File: config.mk
export PLATFORM = sky130hd
export DESIGN_NAME = muldiv_unit
export DESIGN_NICKNAME = d
export VERILOG_FILES = /design/src/rtl/muldiv_unit.sv
export SDC_FILE = /design/constraint.sdc
export NUM_CORES = 2
export LEC_CHECK = 0
export CAP_MARGIN = 20
export CORE_MARGIN = 3
export CORE_UTILIZATION = 55
export CTS_BUF_LIST = sky130_fd_sc_hd__clkbuf_4 sky130_fd_sc_hd__clkbuf_8 sky130_fd_sc_hd__clkbuf_16
export DETAILED_ROUTE_END_ITERATION = 8
export PLACE_DENSITY = 0.78
export SLEW_MARGIN = 15
export SYNTH_ARGS = -nofsm -noshare
export SYNTH_HDL_FRONTEND = slang
export SYNTH_SLANG_ARGS = --single-unit
File: constraint.sdc
create_clock -name clk -period 7.5 [get_ports clk]
set_input_delay 0.75 -clock clk [delete_from_list [all_inputs] [get_ports clk]]
set_output_delay 0.75 -clock clk [all_outputs]
set_load 0.005 [all_outputs]
File: src/rtl/muldiv_unit.sv
// muldiv_unit: multi-cycle RV32M/RV64M multiply/divide unit.
// A single-cycle multiply and a radix-2 restoring divider (XLEN iterations)
// are sequenced by a small FSM behind a start/busy/valid handshake.
// Optional build macro: MULDIV_FAST_SPECIAL_EN. When it is defined,
// divide-by-zero and signed-overflow bypass the divide iterations.
module muldiv_unit #(
  parameter int XLEN = 32,
  localparam int CNT_W = $clog2(XLEN) + 1
) (
  input  logic            clk,
  input  logic            rst,
  input  logic            start,
  input  logic [2:0]      op,
  input  logic [XLEN-1:0] a,
  input  logic [XLEN-1:0] b,
  input  logic            kill,
  output logic            busy,
  output logic            valid,
  output logic [XLEN-1:0] result
);

  // funct3 encodings
  localparam logic [2:0] OP_MUL    = 3'b000;
  localparam logic [2:0] OP_MULH   = 3'b001;
  localparam logic [2:0] OP_MULHSU = 3'b010;
  localparam logic [2:0] OP_MULHU  = 3'b011;
  localparam logic [2:0] OP_DIV    = 3'b100;
  localparam logic [2:0] OP_DIVU   = 3'b101;
  localparam logic [2:0] OP_REM    = 3'b110;
  localparam logic [2:0] OP_REMU   = 3'b111;

  localparam logic [XLEN-1:0] MOST_NEG = {1'b1, {(XLEN-1){1'b0}}};

  typedef enum logic [1:0] {
    S_IDLE,
    S_MUL,
    S_DIV_RUN,
    S_DONE
  } state_t;

  state_t state_q, state_d;

  // Latched operation context
  logic [2:0]        op_q;
  logic [XLEN-1:0]   a_q;
  logic [XLEN-1:0]   b_q;
  logic              a_neg_q;
  logic              b_neg_q;
  logic              div0_q;
  logic              ovf_q;

  // Datapath state
  logic [2*XLEN-1:0] prod_q;
  logic [XLEN-1:0]   rem_q;
  logic [XLEN-1:0]   quo_q;
  logic [XLEN-1:0]   dvs_q;
  logic [CNT_W-1:0]  cnt_q;

  // Input decode (only meaningful in the acceptance cycle)
  logic              accept;
  logic              div_signed_in;
  logic              a_sgn_in;
  logic              b_sgn_in;
  logic [XLEN-1:0]   a_mag_in;
  logic [XLEN-1:0]   b_mag_in;
  logic              div0_in;
  logic              ovf_in;

  // One restoring-division step
  logic [XLEN:0]     shifted;
  logic [XLEN:0]     diff;

  // Result selection
  logic              q_neg;
  logic              r_neg;
  logic [XLEN-1:0]   q_fix;
  logic [XLEN-1:0]   r_fix;
  logic [XLEN-1:0]   done_val;

  assign busy   = (state_q != S_IDLE);
  assign accept = start & ~busy & ~kill;

  // For divides the sign only matters for signed ops; for multiplies it
  // selects sign- versus zero-extension of each operand.
  assign div_signed_in = op[2] & ~op[0];
  assign a_sgn_in = op[2] ? (div_signed_in & a[XLEN-1])
                          : ((op[1:0] != 2'b11) & a[XLEN-1]);
  assign b_sgn_in = op[2] ? (div_signed_in & b[XLEN-1])
                          : (~op[1] & b[XLEN-1]);
  assign a_mag_in = a_sgn_in ? -a : a;
  assign b_mag_in = b_sgn_in ? -b : b;
  assign div0_in  = (b == '0);
  assign ovf_in   = div_signed_in & (a == MOST_NEG) & (b == '1);

  // The partial remainder is always below the divisor, so the shifted value
  // fits in XLEN+1 bits and diff[XLEN] is a valid borrow/sign bit.
  assign shifted = {rem_q, quo_q[XLEN-1]};
  assign diff    = shifted - {1'b0, dvs_q};

  assign q_neg = ~op_q[0] & (a_neg_q ^ b_neg_q);
  assign r_neg = ~op_q[0] & a_neg_q;
  assign q_fix = q_neg ? -quo_q : quo_q;
  assign r_fix = r_neg ? -rem_q : rem_q;

  // Final result mux, including the architectural special cases
  always_comb begin
    // NOTE: every always_comb output gets a default first so no path can
    // leave it unassigned and infer a latch.
    done_val = '0;
    case (op_q)
      OP_MUL:                       done_val = prod_q[XLEN-1:0];
      OP_MULH, OP_MULHSU, OP_MULHU: done_val = prod_q[2*XLEN-1:XLEN];
      OP_DIV, OP_DIVU: begin
        if (div0_q)     done_val = '1;
        else if (ovf_q) done_val = a_q;
        else            done_val = q_fix;
      end
      OP_REM, OP_REMU: begin
        if (div0_q)     done_val = a_q;
        else if (ovf_q) done_val = '0;
        else            done_val = r_fix;
      end
      default:          done_val = '0;
    endcase
  end

  // Next-state logic; kill overrides every transition
  always_comb begin
    state_d = state_q;
    case (state_q)
      S_IDLE: begin
        if (accept) begin
          if (op[2]) begin
`ifdef MULDIV_FAST_SPECIAL_EN
            state_d = (div0_in | ovf_in) ? S_DONE : S_DIV_RUN;
`else
            state_d = S_DIV_RUN;
`endif
          end else begin
            state_d = S_MUL;
          end
        end
      end
      S_MUL:     state_d = S_DONE;
      S_DIV_RUN: if (cnt_q == CNT_W'(1)) state_d = S_DONE;
      S_DONE:    state_d = S_IDLE;
      default:   state_d = S_IDLE;
    endcase
    if (kill) state_d = S_IDLE;
  end

  // State register
  always_ff @(posedge clk) begin
    // NOTE: sequential state uses non-blocking assignments so every register
    // samples pre-edge values regardless of statement order.
    if (rst) state_q <= S_IDLE;
    else     state_q <= state_d;
  end

  // Architecturally visible registers: result, valid pulse, iteration counter
  always_ff @(posedge clk) begin
    if (rst) begin
      result <= '0;
      valid  <= 1'b0;
      cnt_q  <= '0;
    end else begin
      valid <= 1'b0;
      if (accept) begin
        cnt_q <= CNT_W'(XLEN);
      end else if (state_q == S_DIV_RUN) begin
        cnt_q <= cnt_q - CNT_W'(1);
      end
      if (state_q == S_DONE && !kill) begin
        result <= done_val;
        valid  <= 1'b1;
      end
    end
  end

  // Operand capture and arithmetic datapath
  always_ff @(posedge clk) begin
    // NOTE: these are pure data registers whose contents are only consumed
    // after an acceptance reloads them, so they carry no reset.
    if (accept) begin
      op_q    <= op;
      a_q     <= a;
      b_q     <= b;
      a_neg_q <= a_sgn_in;
      b_neg_q <= b_sgn_in;
      div0_q  <= div0_in;
      ovf_q   <= ovf_in;
      rem_q   <= '0;
      quo_q   <= a_mag_in;
      dvs_q   <= b_mag_in;
    end else if (state_q == S_MUL) begin
      prod_q <= {{XLEN{a_neg_q}}, a_q} * {{XLEN{b_neg_q}}, b_q};
    end else if (state_q == S_DIV_RUN) begin
      if (!diff[XLEN]) begin
        rem_q <= diff[XLEN-1:0];
        quo_q <= {quo_q[XLEN-2:0], 1'b1};
      end else begin
        rem_q <= shifted[XLEN-1:0];
        quo_q <= {quo_q[XLEN-2:0], 1'b0};
      end
    end
  end

endmodule

==> results.sh <==
export IMPL_final_fill_count=7376
export IMPL_setup_slack_ns=-0.401
export IMPL_finalCritPeriodShare=1.05
export IMPL_clkTransAtPathRegs_ns=0.07
export IMPL_pin_count=105
export IMPL_grt_pass1_wl_um=253000
export IMPL_synthCells=5623
export IMPL_setup_viol=19
export IMPL_slew_headroom=0.292
export IMPL_grt_start_max_net_pins=96
export IMPL_synth_avg_cell_area_sq_um=9.44
export IMPL_cp_required_ns=7.86
export IMPL_grt_use_total=0.331
export IMPL_yosys_warnings=0
export IMPL_crit_path_max_incr_delay_ns=0.60
export IMPL_hold_class="reg -> reg"
export IMPL_final_cells=7261
export IMPL_die_h_um=317
export IMPL_initial_utilization=0.556
export IMPL_grt_pass1_vias=44299
export IMPL_die_area_sq_um=100000
export IMPL_postRouteAntennaNets=0
export IMPL_slew_violations=0
export IMPL_numCtsBuffers=29
export IMPL_end_kind="flip-flop"
export IMPL_start_kind="flip-flop"
export IMPL_timing_hold_ws_ns=0.462
export IMPL_cp_slowest_cell="fa_2"
export IMPL_dieWidth_um=317
export IMPL_synth_top_cells_by_count="inv_1 (1141), fa_1 (1126), nand2_1 (671)"
export IMPL_synth_seq_cells=271
export IMPL_failed_checks="setup timing"
export IMPL_wl_met3_um=14000
export IMPL_rsz0062_at_grt="true"
export IMPL_cp_depth=24
export IMPL_synth_area_top_cells="fa_1 (42%), edfxtp_1 (11%), inv_1 (8.1%)"
export IMPL_status="finished, violations left"
export IMPL_vias=41358
export IMPL_layout_min_cycle_time_ns=7.90
export IMPL_grt_ovfl_total=0
export IMPL_path_cells="buf_12, and2_1, fa_2, buf_4, fa_2, fa_2, buf_12, buf_4, fa_2, fa_1, fa_2, fa_1, fa_1, ha_1, and3_1, and2_4, and4_1, nand4_1, a211oi_4, o41a_1, a211o_1, a21o_1, a21oi_2, xnor2_1"
export IMPL_synth_top_area_share=0.424
export IMPL_synth_edff_count=198
export IMPL_synth_area_sq_um=53100
export IMPL_cp_top_family="adder cells"
export IMPL_hold_viol=0
export IMPL_cts_tree="done"
export IMPL_cp_num_buf_inv=4
export IMPL_async_reset_ff_frac=0
export IMPL_wl_met1_um=59400
export IMPL_clockBufferDepth=3
export IMPL_avgRoutedWirePerCell_um=22.5
export IMPL_crit_top_cell="fa_2"
export IMPL_cp_max_fo=14
export IMPL_antenna_found_initial=2
export IMPL_areaGrowthSynthToFinish_pct=15.9
export IMPL_fin_skew_ns=0.0402
export IMPL_rows=113
export IMPL_place_hpwl_um=133000
export IMPL_drt_initial_drc_count=3336
export IMPL_met2_length_um=78400
export IMPL_globalplace_congestion=0.981
export IMPL_core_sq_um=95400
export IMPL_synth_most_common_cell="inv_1"
export IMPL_reg2reg_depth=24
export IMPL_synth_flop_cell="edfxtp_1"
export IMPL_setup_tns_ns=-4.99
export IMPL_dpl_worst_slack_ns=-0.642
export IMPL_fin_nets=7425
export IMPL_root_buffer="clkbuf_16"
export IMPL_criticalPathCategory="reg -> reg"
export IMPL_dr_pass1_iters=6
export IMPL_syn_num_nets=7075
export IMPL_dp_cells=7166
export IMPL_io_buffer_count=104
export IMPL_topRoutingLayerUsed="met4"
export IMPL_maxCapViolCount=0
export IMPL_htree_levels=1
export IMPL_worstSkewPairLatency_ns=0.62
export IMPL_synth_seq_area_share=0.139
export IMPL_drt_total_wl_um=163000
export IMPL_drc=0
export IMPL_layout_drive_gt1_share=0.127
export IMPL_yosys_area_top_type="fa_1"
export IMPL_hold_buffers=0
export IMPL_avgViaCountPerCell=5.70
export IMPL_fmax_mhz=127
export IMPL_arrival_ns=8.26
export IMPL_synth_cell_types=80
export IMPL_whs_path_depth=2
export IMPL_tightest_slew_ns=1.06
export IMPL_cts_sink_count=271
[layout make-up]
| type | instances | area [sq um] | area share |
|---|---|---|---|
| multi-input cells | 3918 | 41100 | 0.668 |
| flip-flops and latches | 271 | 7410 | 0.120 |
| repair buffers | 610 | 6180 | 0.100 |
| inverters | 1143 | 4300 | 0.0698 |
| well taps | 1265 | 1580 | 0.0257 |
| clock buffers | 39 | 813 | 0.0132 |
| clock inverters | 14 | 153 | 0.00248 |
| diodes | 1 | 2.50 | 0.0000406 |
[through the flow]
step	area (sq um)	utilization
global placement	59300	0.621
finish	61600	0.645
CTS	60800	0.637
detailed placement	59300	0.621
global route	61600	0.645
floorplan	53200	-
[tightest hold or removal path: stages, from the launching register on]
cell and delay [ns]:
dfxtp_1 0.32, nand2_1 0.05, a21oi_1 0.05
[state kept, by name, summed over array words and instances, names as in the netlist]
name / cells
prod_q: 64
a_q: 32
rem_q: 32
state_q: 2
b_q: 32
div0_q: 1
result: 32
b_neg_q: 1
cnt_q: 6
op_q: 3
dvs_q: 31
valid: 1
a_neg_q: 1
quo_q: 32
ovf_q: 1
[per-layer routing]
metal / up-vias / GRT usage
li1: 17897 / -
met1: 20933 / 0.413
met2: 2024 / 0.556
met3: 504 / 0.0538
met4: 0 / 0.179
met5: - / 0
[logic make-up after synthesis]
group | synth area share
and+or+nand+nor | 0.154
buffers and inverters | 0.102
adders and majority gates | 0.485
AOI/OAI and AO/OA | 0.0758
DFF | 0.139
xor gates and xnor gates | 0.0368
muxes | 0.00789
[final timing paths]
path	end	slack, ns	start
worst max-delay path	prod_q[59]	-0.40	b_q[1]
worst min-delay path	result[17]	0.46	result[17]
worst max register to register	prod_q[59]	-0.40	b_q[1]
worst min register to register	result[17]	0.46	result[17]
[timing repair]
action	in CTS	in global routing
setup buffers	22	17
pin swaps	33	72
resized for setup	90	117
setup endpoints to repair	24	35
cloned	1	3
[placed cells by master (no fill, tap or decap), drive strengths merged, types with 17 or more instances in the layout]
cell           netlist  routed
inv               1141    1144
fa                1126    1126
nand2              671     671
and2               564     564
buf                 13     501
ha                 255     255
edfxtp             198     198
a21oi              198     198
o21ai              170     170
nor2               142     142
xnor2              127     127
clkdlybuf4s50        0     104
xor2                94      94
dfxtp               73      73
nor3                52      52
nor2b               47      47
clkbuf             278      43
a21o                42      42
mux2i               34      34
nor4                32      32
o31ai               29      29
nand3               28      28
a211oi              27      27
a22oi               18      18
nand2b              18      18
o211ai              17      17
or3                 17      17
Power is not shown: default switching activity piles up to over one toggle a cycle in this logic, so the estimate is an artifact.
